--- config.mk ---
export PLATFORM = sky130hd
export DESIGN_NAME = fetch_unit
export DESIGN_NICKNAME = d
export VERILOG_FILES = /design/src/rtl/bitty_pkg.sv /design/src/rtl/fetch_watchdog.sv /design/src/rtl/fetch_unit.sv
export SDC_FILE = /design/constraint.sdc
export NUM_CORES = 1
export LEC_CHECK = 0
export ABC_AREA = 1
export BUFFER_PORTS_ARGS = -buffer_cell sky130_fd_sc_hd__buf_2
export CORE_ASPECT_RATIO = 1.1
export CORE_UTILIZATION = 30
export CTS_BUF_LIST = sky130_fd_sc_hd__clkbuf_2 sky130_fd_sc_hd__clkbuf_4 sky130_fd_sc_hd__clkbuf_8
export CTS_CLUSTER_DIAMETER = 120
export CTS_CLUSTER_SIZE = 10
export DETAILED_ROUTE_END_ITERATION = 8
export PLACE_DENSITY = 0.64
export SYNTH_ARGS = -nofsm -noshare
export SYNTH_HDL_FRONTEND = slang
export SYNTH_SLANG_ARGS = --single-unit
--- constraint.sdc ---
create_clock -name clk -period 1.1 [get_ports clk]
set_input_delay 0.275 -clock clk [delete_from_list [all_inputs] [get_ports clk]]
set_output_delay 0.275 -clock clk [all_outputs]
set_load 0.02 [all_outputs]
--- src/rtl/bitty_pkg.sv ---
// Shared fetch-stage types and defaults.
// Used by fetch_unit and fetch_watchdog.
package bitty_pkg;

    localparam int ADDR_WIDTH  = 16;
    localparam int INSTR_WIDTH = 16;

    localparam logic [ADDR_WIDTH-1:0] RESET_PC_DEFAULT = 16'h0000;

    typedef enum logic [2:0] {
        FETCH_IDLE,
        FETCH_REQ,
        FETCH_WAIT,
        FETCH_HOLD,
        FETCH_ERR
    } fetch_state_e;

endpackage

--- src/rtl/fetch_watchdog.sv ---
// Counts consecutive WAIT cycles and flags when the limit is reached.
// Only instantiated when FETCH_TIMEOUT_EN is defined.
module fetch_watchdog
    import bitty_pkg::*;
#(
    parameter int LIMIT = 15
) (
    input  logic clk,
    input  logic reset,
    input  logic active,
    output logic expired
);

    localparam int CNT_W = $clog2(LIMIT + 1);

    logic [CNT_W-1:0] count_q;
    logic [CNT_W-1:0] count_d;

    // Count while waiting; any cycle outside WAIT rearms the counter.
    always_comb begin
        count_d = '0;
        if (active) begin
            count_d = count_q + CNT_W'(1);
        end
    end

    // Counter register.
    always_ff @(posedge clk) begin
        if (reset) begin
            count_q <= '0;
        end else begin
            count_q <= count_d;
        end
    end

    // Fires during the LIMIT-th consecutive WAIT cycle.
    assign expired = active && (count_q == CNT_W'(LIMIT - 1));

endmodule

--- src/rtl/fetch_unit.sv ---
// Instruction fetch stage: owns the PC and holds one fetched word.
// Optional memory timeout watchdog enabled by FETCH_TIMEOUT_EN.
module fetch_unit
    import bitty_pkg::*;
#(
    parameter int                ADDR_W         = ADDR_WIDTH,
    parameter int                DATA_W         = INSTR_WIDTH,
    parameter logic [ADDR_W-1:0] RESET_PC       = ADDR_W'(RESET_PC_DEFAULT),
    parameter int                TIMEOUT_CYCLES = 15
) (
    input  logic              clk,
    input  logic              reset,
    input  logic              run,
    input  logic              en_pc,
    input  logic [ADDR_W-1:0] updated_pc,
    output logic              mem_req,
    output logic [ADDR_W-1:0] mem_addr,
    input  logic              mem_ready,
    input  logic              mem_valid,
    input  logic [DATA_W-1:0] mem_rdata,
    output logic [ADDR_W-1:0] current_pc,
    output logic [DATA_W-1:0] instruction_from_memory,
    output logic              instr_valid,
    output logic              fetch_error
);

    fetch_state_e      state_q, state_d;
    logic [ADDR_W-1:0] pc_q, pc_d;
    logic [DATA_W-1:0] instr_q, instr_d;
    logic              valid_q, valid_d;

`ifdef FETCH_TIMEOUT_EN
    logic err_q, err_d;
    logic wd_expired;

    fetch_watchdog #(
        .LIMIT (TIMEOUT_CYCLES)
    ) u_watchdog (
        .clk     (clk),
        .reset   (reset),
        .active  (state_q == FETCH_WAIT),
        .expired (wd_expired)
    );
`endif

    // Next-state and datapath updates for the fetch handshake.
    always_comb begin
        state_d = state_q;
        pc_d    = pc_q;
        instr_d = instr_q;
        valid_d = valid_q;
`ifdef FETCH_TIMEOUT_EN
        err_d   = err_q;
`endif
        case (state_q)
            FETCH_IDLE: begin
                if (run) begin
                    state_d = FETCH_REQ;
                end
            end
            FETCH_REQ: begin
                if (mem_ready) begin
                    state_d = FETCH_WAIT;
                end else if (!run) begin
                    state_d = FETCH_IDLE;
                end
            end
            FETCH_WAIT: begin
                if (mem_valid) begin
                    instr_d = mem_rdata;
                    valid_d = 1'b1;
                    state_d = FETCH_HOLD;
                end
`ifdef FETCH_TIMEOUT_EN
                else if (wd_expired) begin
                    err_d   = 1'b1;
                    valid_d = 1'b0;
                    state_d = FETCH_ERR;
                end
`endif
            end
            FETCH_HOLD: begin
                if (en_pc) begin
                    pc_d    = updated_pc;
                    valid_d = 1'b0;
                    state_d = run ? FETCH_REQ : FETCH_IDLE;
                end
            end
`ifdef FETCH_TIMEOUT_EN
            FETCH_ERR: begin
                state_d = FETCH_ERR;
            end
`endif
            default: begin
                state_d = FETCH_IDLE;
            end
        endcase
    end

    // State, PC and instruction registers.
    always_ff @(posedge clk) begin
        if (reset) begin
            state_q <= FETCH_IDLE;
            pc_q    <= RESET_PC;
            instr_q <= '0;
            valid_q <= 1'b0;
`ifdef FETCH_TIMEOUT_EN
            err_q   <= 1'b0;
`endif
        end else begin
            state_q <= state_d;
            pc_q    <= pc_d;
            instr_q <= instr_d;
            valid_q <= valid_d;
`ifdef FETCH_TIMEOUT_EN
            err_q   <= err_d;
`endif
        end
    end

    assign mem_req                 = (state_q == FETCH_REQ);
    assign mem_addr                = pc_q;
    assign current_pc              = pc_q;
    assign instruction_from_memory = instr_q;
    assign instr_valid             = valid_q;

`ifdef FETCH_TIMEOUT_EN
    assign fetch_error = err_q;
`else
    assign fetch_error = 1'b0;
`endif

endmodule

# Word-level counts from Yosys, hierarchy flattened
# Cells that the tools add are included.
[totals]
out_inout_bits = 51
inputBits = 38
ff_bits = 36
wordCells = 27
[classes]
n_reduce_logical = 6
n_eq_ne = 7
mux = 10
[ops]
columns = ["op", "count"]
rows = [
  ["2-to-1 mux 3 bit", 5],
  ["case mux 3 bit (4 select lines)", 1],
  ["equality test 3 x 2 -> 1 bit, second input constant", 2],
  ["!= test 2 bit, second input constant", 3],
  ["AND reduction 2 bit", 2],
  ["AND reduction 4 bit", 1],
  ["equality test 3 x 1 -> 1 bit, second input constant", 1],
  ["zero test 3 bit", 1],
  ["2-to-1 mux 1 bit", 3],
  ["!= test 3 x 2 -> 1 bit, second input constant", 1],
  ["AND reduction 3 bit", 1],
  ["case mux 1 bit (2 select lines)", 1],
  ["nonzero test 2 bit", 1],
]

# Logic depth before layout (Yosys ltp)
# Gate-level depths: netlist (run 1).
[logic_depth]
ltp_word = 3
ltp_mapped = 8

# Worst setup path after synthesis (run 1)
# Ideal clock, no wire load.
[synth_path]
kind = "reg2reg"
from = "register state_q[0]"
to = "register state_q[0]"
slack_ps = -123
t_arrival_ps = 1110
path_buffers = 0
period_less_slack_ps = 1223
path_stages_with_launch = 8
path_cell_list = "dfxtp_1 -> inv_2 -> nor2_1 -> nand2_1 -> nand2_1 -> nor2_1 -> nor2_1 -> nor2_1"
[synth_via]
elab_chain_len = 3
elab_cells_between_ends = 10
classes_between = "eq/ne: 7; mux: 1; reduce/logical: 2"
[synth_lines]
columns = ["element", "line_no", "text"]
rows = [
  ["from (decl)", "fetch_unit.sv:27", "fetch_state_e state_q, state_d;"],
  ["from (signal assigned)", "fetch_unit.sv:111", "state_q <= state_d;"],
  ["equality test 3 x 1 -> 1 bit (*)", "--", ""],
  ["named net mem_req", "fetch_unit.sv:16", "output logic mem_req,"],
  ["!= test 3 x 2 -> 1 bit (no source line)", "--", ""],
  ["AND reduction 4 bit (no source line)", "--", ""],
]
# The timed path passes the listed nets; every way through them passes the cells marked *.
# A chain may end at the register's enable or synchronous reset.

# Worst setup path in the final report (run 1)
[layout_path]
from = "register state_q[1]"
to = "output port mem_req"
[layout_via]
elab_chain_len = 1
[layout_lines]
columns = ["element", "line_no", "text"]
rows = [
  ["equality test 3 x 1 -> 1 bit", "fetch_unit.sv:121", "assign mem_req = (state_q == FETCH_REQ);"],
  ["to (decl)", "fetch_unit.sv:16", ""],
]
# No other way between the ends.

==> results of run 1 <==
## area by class of cell
cell class,instances,area share (%)
timing repair buffer,99,29.6
multi-input combinational,94,22.2
sequential,35,33.0
clock inverter,1,1.38
clock buffer,6,3.50
inverter,41,7.06
tap,56,3.21
## what timing repair did
action	4_1_cts	5_1_grt
setup endpoints to repair	4	59
hold endpoints to repair	0	0
gates resized for setup	6	63
cloned	0	1
pin swaps	1	3
setup buffers	4	0
## cell usage in the layout (no fill, tap or decap), types with 4 or more instances in the layout
| cell | netlist | routed |
|---|---|---|
| nor2_1 | 10 | 8 |
| a21oi_1 | 34 | 34 |
| o21ai_0 | 33 | 15 |
| buf_2 | 5 | 62 |
| buf_6 | 0 | 4 |
| inv_1 | 40 | 40 |
| dfxtp_2 | 0 | 13 |
| buf_4 | 18 | 30 |
| dfxtp_1 | 35 | 21 |
| clkbuf_8 | 0 | 5 |
| o21ai_1 | 1 | 18 |
| nand2_1 | 11 | 9 |
## logic make-up after synthesis
family | after synthesis | share of synthesized area (%)
compound gates | 68 | 23.0
flops | 35 | 47.4
buf+inv | 68 | 22.3
simple gates | 25 | 7.02
other cells | 1 | 0.254
## layer usage
layer,global-route usage [%],part of all wire [%],vias to the layer above
met5,0,0,-
li1,-,-,756
met2,23.5,44,73
met3,4.64,10,7
met4,6.35,2.1,0
met1,13.7,43,612
## per-stage QoR
step,cell area (um^2),setup slack [ps]
after global routing,2180,-145
after floorplan,1490,12.3
after detailed placement,1890,-2.15
final,2180,-99.5
after CTS,2040,-115
after global placement,1890,17.0
## worst min-delay path by stage
stage	end	slack [ps]	cells after the start	startpoint
3_3_place_gp	instruction_from_memory[1]	430	2	instruction_from_memory[1]
3_5_place_dp	instruction_from_memory[2]	430	2	instruction_from_memory[2]
6_report	instr_valid	180	2	reset
4_1_cts	instr_valid	170	2	reset
5_1_grt	instr_valid	180	2	reset
2_1_floorplan	instr_valid	340	1	reset
## power breakdown
group / switching (W) / leakage [nW] / internal, W
combinational: 0.000699 / 0.709 / 0.000527
sequential: 0.0000873 / 0.291 / 0.00144
clock: 0.000437 / 0.0547 / 0.000689
## flip-flops by register name, summed over array words and instances, names as in the netlist
| register | cells |
|---|---|
| instruction_from_memory | 16 |
| instr_valid | 1 |
| current_pc | 16 |
| state_q | 2 |
## critical path, stage by stage (launching register included)
cell,delay (ps)
dfxtp_2,330
buf_6,110
nor2_4,80
buf_6,120
==> metrics.cfg, run 1 <==
[drt]
drtIter0Drc=64
drc=0
ant_nets=0
wl_um=3550
dr.pass1.iters=4
wl_per_cell_um=10.7
vias=1448
viasPerCell=4.36

[outcome]
status=finished with violations
violations=negative setup slack

[global_routing]
grt_usage_pct=13.2
grt_pass1_wl_um=5000
grt-ovfl-total=0
grt_max_degree=34
grt_pass1_vias=1172
antenna_found_initial=0

[placed_design]
dp_hpwl_um=2370
gp_congestion=0.720
dp.cells=320
portBuffers=87

[setup_path]
endpoint=mem_req
endpoint_kind=output pin
r2r_start=state_q[0]
reg2reg_setup_slack_ps=-60
rr_worst_depth=9
rr_endpoint=state_q[1]
cp_max_fo=2
cp.arrival_ps=920
critPathKind=reg -> out
cp-startpoint=state_q[1]
critPathLaunchType=flop
cp.required_ps=820

[floorplanning]
io_pins=89
die-area_mm2=0.00522
die_h_um=75.6
start_util_pct=31.6
die_w_um=68.9
num_rows=26
core_mm2=0.00468

[final_layout]
multi_input_area_um2=484
diodes=0
final-seq-area_um2=721
fin_nets=314
fillCellCount=481
fin_util_pct=46.6
drive_above_1_share_pct=46.4
syn2layout_area_growth_pct=47.5
layout.cells.non_filler=332

[synth]
synth_fp_nets=235
yosysTopAreaCell=dfxtp_1
yosysUniqueCellTypes=16
syn_avg_cell_area_um2=7.51
synthTopCellsByArea=dfxtp_1 47%, a21oi_1 12%, o21ai_0 11%
synth_warnings=0
syn_inst=197
async_reset_ff_share_pct=0
synth_top_area_share_pct=47.4
yosys_register_bits=35
yosysSeqAreaShare_pct=47.4
netlist_area_mm2=0.00148
synth_common_cells=40 x inv_1, 35 x dfxtp_1, 34 x a21oi_1
ys.flop_type=dfxtp_1
synth-edff-count=0
synthMostInstantiatedCell=inv_1

[timing]
fmax_mhz=834
period_share_pct=109
rsz0062_at_grt=yes
period_minus_slack_ps=1200
setup_ws_ps=-99.5
finalHoldViolCount=0
fin_tns_setup_ps=-198
fin_skew_ps=1.49
final_max_slew_viol_count=0
setup_viol_count_final=3
holdWs_ps=178

[clock_tree]
cts_tree=yes
h-tree-depth=2
clockRootBuffer=clkbuf_8
ctsHoldBuffers=0
path_clk_slew_ps=70
clk-insertion-delay-late_ps=280
numCtsBuffers=5
cts_buffer_depth=2
cts.sinks=35

[power_and_ir_drop]
leakage_nw=1.05
ir_worst_vdd_uv=922
powerDensity_mw_per_mm2=1780
p_total_w=0.00388

[job]
cap_viol_max_count=0

[worst_hold_path]
hp-class=in -> reg

Power figures use the tool's default switching activity.
==> run 2, diff against run 1 <==
--- a/config.mk
+++ b/config.mk
@@ -7,3 +7,2 @@
 export LEC_CHECK = 0
-export ABC_AREA = 1
 export BUFFER_PORTS_ARGS = -buffer_cell sky130_fd_sc_hd__buf_2
@@ -15,3 +14,4 @@
 export DETAILED_ROUTE_END_ITERATION = 8
-export PLACE_DENSITY = 0.64
+export PLACE_DENSITY = 0.62
+export RECOVER_POWER = 100
 export SYNTH_ARGS = -nofsm -noshare
--- a/constraint.sdc
+++ b/constraint.sdc
@@ -3,2 +3,2 @@
 set_output_delay 0.275 -clock clk [all_outputs]
-set_load 0.02 [all_outputs]
+set_load 0.1 [all_outputs]
==> metrics.cfg, run 2 <==
[outcome]
status=finished with violations  ; unchanged
violations=negative setup slack  ; unchanged

[worst_hold_path]
hp-class=in -> reg  ; unchanged

[setup_path]
rr_worst_depth=5  ; was 9
rr_endpoint=current_pc[3]  ; was state_q[1]
critPathKind=reg -> out  ; unchanged
cp.arrival_ps=970  ; was 920 ps
critPathLaunchType=flop  ; unchanged
cpLargestDelayFamily=flip-flops  ; unchanged
cp.required_ps=820  ; about the same
cp.depth=2  ; was 3
crit_chain=nor2b_4, buf_12  ; was buf_6, nor2_4, buf_6
endpoint_kind=output pin  ; unchanged
r2r_start=state_q[0]  ; unchanged
endpoint=mem_req  ; unchanged
cp-startpoint=state_q[0]  ; was state_q[1]
cp_num_buf_inv=1  ; was 2
cp_max_fo=4  ; was 2
timing.critical_path.slowest_cell_delay_ps=360  ; was 330 ps
reg2reg_setup_slack_ps=-110  ; was -60 ps
slowest_stage=dfxtp_4  ; was dfxtp_2

[synth]
synth_mux_area_share_pct=18.6  ; was 0%
synthTopCellsByArea=dfxtp_1 41%, nand2b_1 24%, mux2i_1 19%  ; was dfxtp_1 47%, a21oi_1 12%, o21ai_0 11%
synth_xor_area_share_pct=0  ; unchanged
synth_top_family_by_area=simple AND/OR/NAND/NOR gates  ; was compound AO/OA/AOI/OAI gates
yosysTopAreaCell=dfxtp_1  ; unchanged
yosysSeqAreaShare_pct=40.6  ; was 47.4%
syn_inst=173  ; was 197
synth_compound_area_share_pct=2.46  ; was 23.0%
async_reset_ff_share_pct=0  ; unchanged
synth_fp_nets=211  ; was 235
synth-simple-area-share_pct=26.2  ; was 7.02%
synth_fa_ha_area_share_pct=0  ; unchanged
synth_top_area_share_pct=40.6  ; was 47.4%
syn_avg_cell_area_um2=9.98  ; was 7.51 um^2
synth_common_cells=65 x nand2b_1, 35 x dfxtp_1, 32 x mux2i_1  ; was 40 x inv_1, 35 x dfxtp_1, 34 x a21oi_1
yosysUniqueCellTypes=19  ; was 16
synthMostInstantiatedCell=nand2b_1  ; was inv_1
netlist_area_mm2=0.00173  ; was 0.00148 mm^2
synth-edff-count=0  ; unchanged
synth_warnings=0  ; unchanged
ys.flop_type=dfxtp_1  ; unchanged
yosys_register_bits=35  ; unchanged

[global_routing]
grt_pass1_vias=1291  ; was 1,172
grt_max_degree=46  ; was 34
antenna_found_initial=0  ; unchanged
grt_pass1_wl_um=6240  ; was 5000 um
grt_usage_pct=13.7  ; was 13.2%
grt-ovfl-total=0  ; unchanged

[drt]
viasPerCell=4.18  ; was 4.36
dr.pass1.iters=4  ; unchanged
ant_nets=0  ; unchanged
drtIter0Drc=22  ; was 64
wl_um=3900  ; was 3550 um
wl_per_cell_um=11.9  ; was 10.7 um
vias=1371  ; was 1,448
drc=0  ; unchanged

[final_layout]
fin_nets=290  ; was 314
final-seq-area_um2=792  ; was 721 um^2
multi_input_area_um2=835  ; was 484 um^2
layout.cells.non_filler=328  ; was 332
fillCellCount=462  ; was 481
most-common-layout-cells=65 x nand2b_1, 53 x buf_12, 37 x buf_2  ; was 62 x buf_2, 40 x inv_1, 34 x a21oi_1
fin_area_mm2=0.00319  ; was 0.00218 mm^2
layout_commonest_cell=nand2b_1  ; was buf_2
drive_above_1_share_pct=58.5  ; was 46.4%
syn2layout_area_growth_pct=84.9  ; was 47.5%
diodes=0  ; unchanged

[power_and_ir_drop]
internal_power_w=0.00210  ; was 0.00265 W
clockPowerShare_pct=35.9  ; was 29.0%
powerDensity_mw_per_mm2=895  ; was 1780 mW/mm^2
pwr-share-comb_pct=19.2  ; was 31.6%
netSwitchingPower_w=0.000755  ; was 0.00122 W
p_total_w=0.00286  ; was 0.00388 W
p_sw_share_pct=26.4  ; was 31.6%
seqPwrFrac_pct=44.9  ; was 39.4%
leakage_nw=1.23  ; was 1.05 nW
ir_worst_vdd_uv=632  ; was 922 uV

[clock_tree]
cts_tree=yes  ; unchanged
cts_buffer_depth=2  ; unchanged
h-tree-depth=2  ; unchanged
ctsHoldBuffers=0  ; unchanged
clockRootBuffer=clkbuf_8  ; unchanged
path_clk_slew_ps=70  ; about the same
numCtsBuffers=5  ; unchanged
clk-insertion-delay-late_ps=280  ; about the same
cts.sinks=35  ; unchanged

[placed_design]
gp_congestion=0.705  ; was 0.720
dp.cells=312  ; was 320
placed_area_mm2=0.00297  ; was 0.00189 mm^2
portBuffers=87  ; unchanged
dp_hpwl_um=2820  ; was 2370 um

[timing]
setup_ws_ps=-145  ; was -99.5 ps
setup_viol_count_final=51  ; was 3
finalHoldViolCount=0  ; unchanged
rsz0062_at_grt=yes  ; unchanged
period_minus_slack_ps=1240  ; was 1200 ps
fin_skew_ps=5.90  ; was 1.49 ps
final_max_slew_viol_count=0  ; unchanged
period_share_pct=113  ; was 109%
fmax_mhz=803  ; was 834 MHz

[floorplanning]
core_mm2=0.00547  ; was 0.00468 mm^2
num_rows=28  ; was 26
die-area_mm2=0.00606  ; was 0.00522 mm^2
start_util_pct=31.6  ; about the same
io_pins=89  ; unchanged
die_h_um=81.6  ; was 75.6 um
die_w_um=74.3  ; was 68.9 um

[job]
cap_viol_max_count=0  ; unchanged

run 2: changes by cell type after synthesis, sizes merged, moves of 4 or more:
cell,previous run,this run
o21ai,34,0
nand2b,0,65
inv,41,1
clkbuf,3,7
a21oi,34,1
nand2,11,0
nor2,10,0
nand3,4,0
mux2i,0,32
run 2: stage by stage:
stage               util [%]  setup TNS, ps  setup WS, ps  hold slack (ps)
floorplan                  -          -57.7         -57.7              420
global placement        54.3              0          56.4              473
detailed placement      54.3          -21.5         -9.17              475
CTS                     57.0          -1050          -158              229
global route            58.4          -4360          -180              239
finish                  58.4          -1890          -145              239
run 2: power by group through the flow:
stage | sequential (W) | combinational [W] | clock, W
2_1_floorplan | 0.00143 | 0.000218 | 0
3_3_place_gp | 0.00131 | 0.000518 | 0
3_5_place_dp | 0.00132 | 0.000524 | 0
4_1_cts | 0.00128 | 0.000540 | 0.00108
5_1_grt | 0.00128 | 0.000579 | 0.00113
6_report | 0.00128 | 0.000549 | 0.00103
run 2: final cells by class:
class	count	share of cell area, %
clock buffers	8	3.25
repair buffers	100	42.7
inverters	1	0.118
flip-flops and latches	35	24.8
well taps	75	2.94
multi-input cells	109	26.1
run 2: worst min path at each step:
stage	to	from	slack (ps)	depth (start not counted)
2_1_floorplan	current_pc[10]	updated_pc[10]	420	2
3_3_place_gp	instr_valid	instr_valid	470	2
3_5_place_dp	instr_valid	instr_valid	470	2
4_1_cts	current_pc[10]	updated_pc[10]	230	3
5_1_grt	current_pc[3]	updated_pc[3]	240	3
6_report	instruction_from_memory[10]	mem_rdata[10]	240	3
run 2: repair_timing:
action | CTS | global route
endpoints found under the setup margin | 52 | 81
buffers inserted | 4 | 2
resized for setup | 4 | 4
gates cloned | 0 | 2
pin swaps | 0 | 1
run 2: worst register-to-register path: stages (launching register included):
cell and delay, ps:
dfxtp_4 360, buf_4 110, buf_6 90, and3_4 230
clkbuf_16 180, mux2i_1 170
run 2: kinds of logic after synthesis:
group / count (synthesis)
compound gates: 5
buf+inv: 29
flops: 35
mux: 32
other cells: 1
simple gates: 71
run 2: layer usage:
metal	share of wire, %	wire, um	global-route usage [%]
met1	41	1600	15.1
met2	51	2000	23.9
met3	6.0	232	4.17
met4	1.8	71	6.23
met5	0	0	0
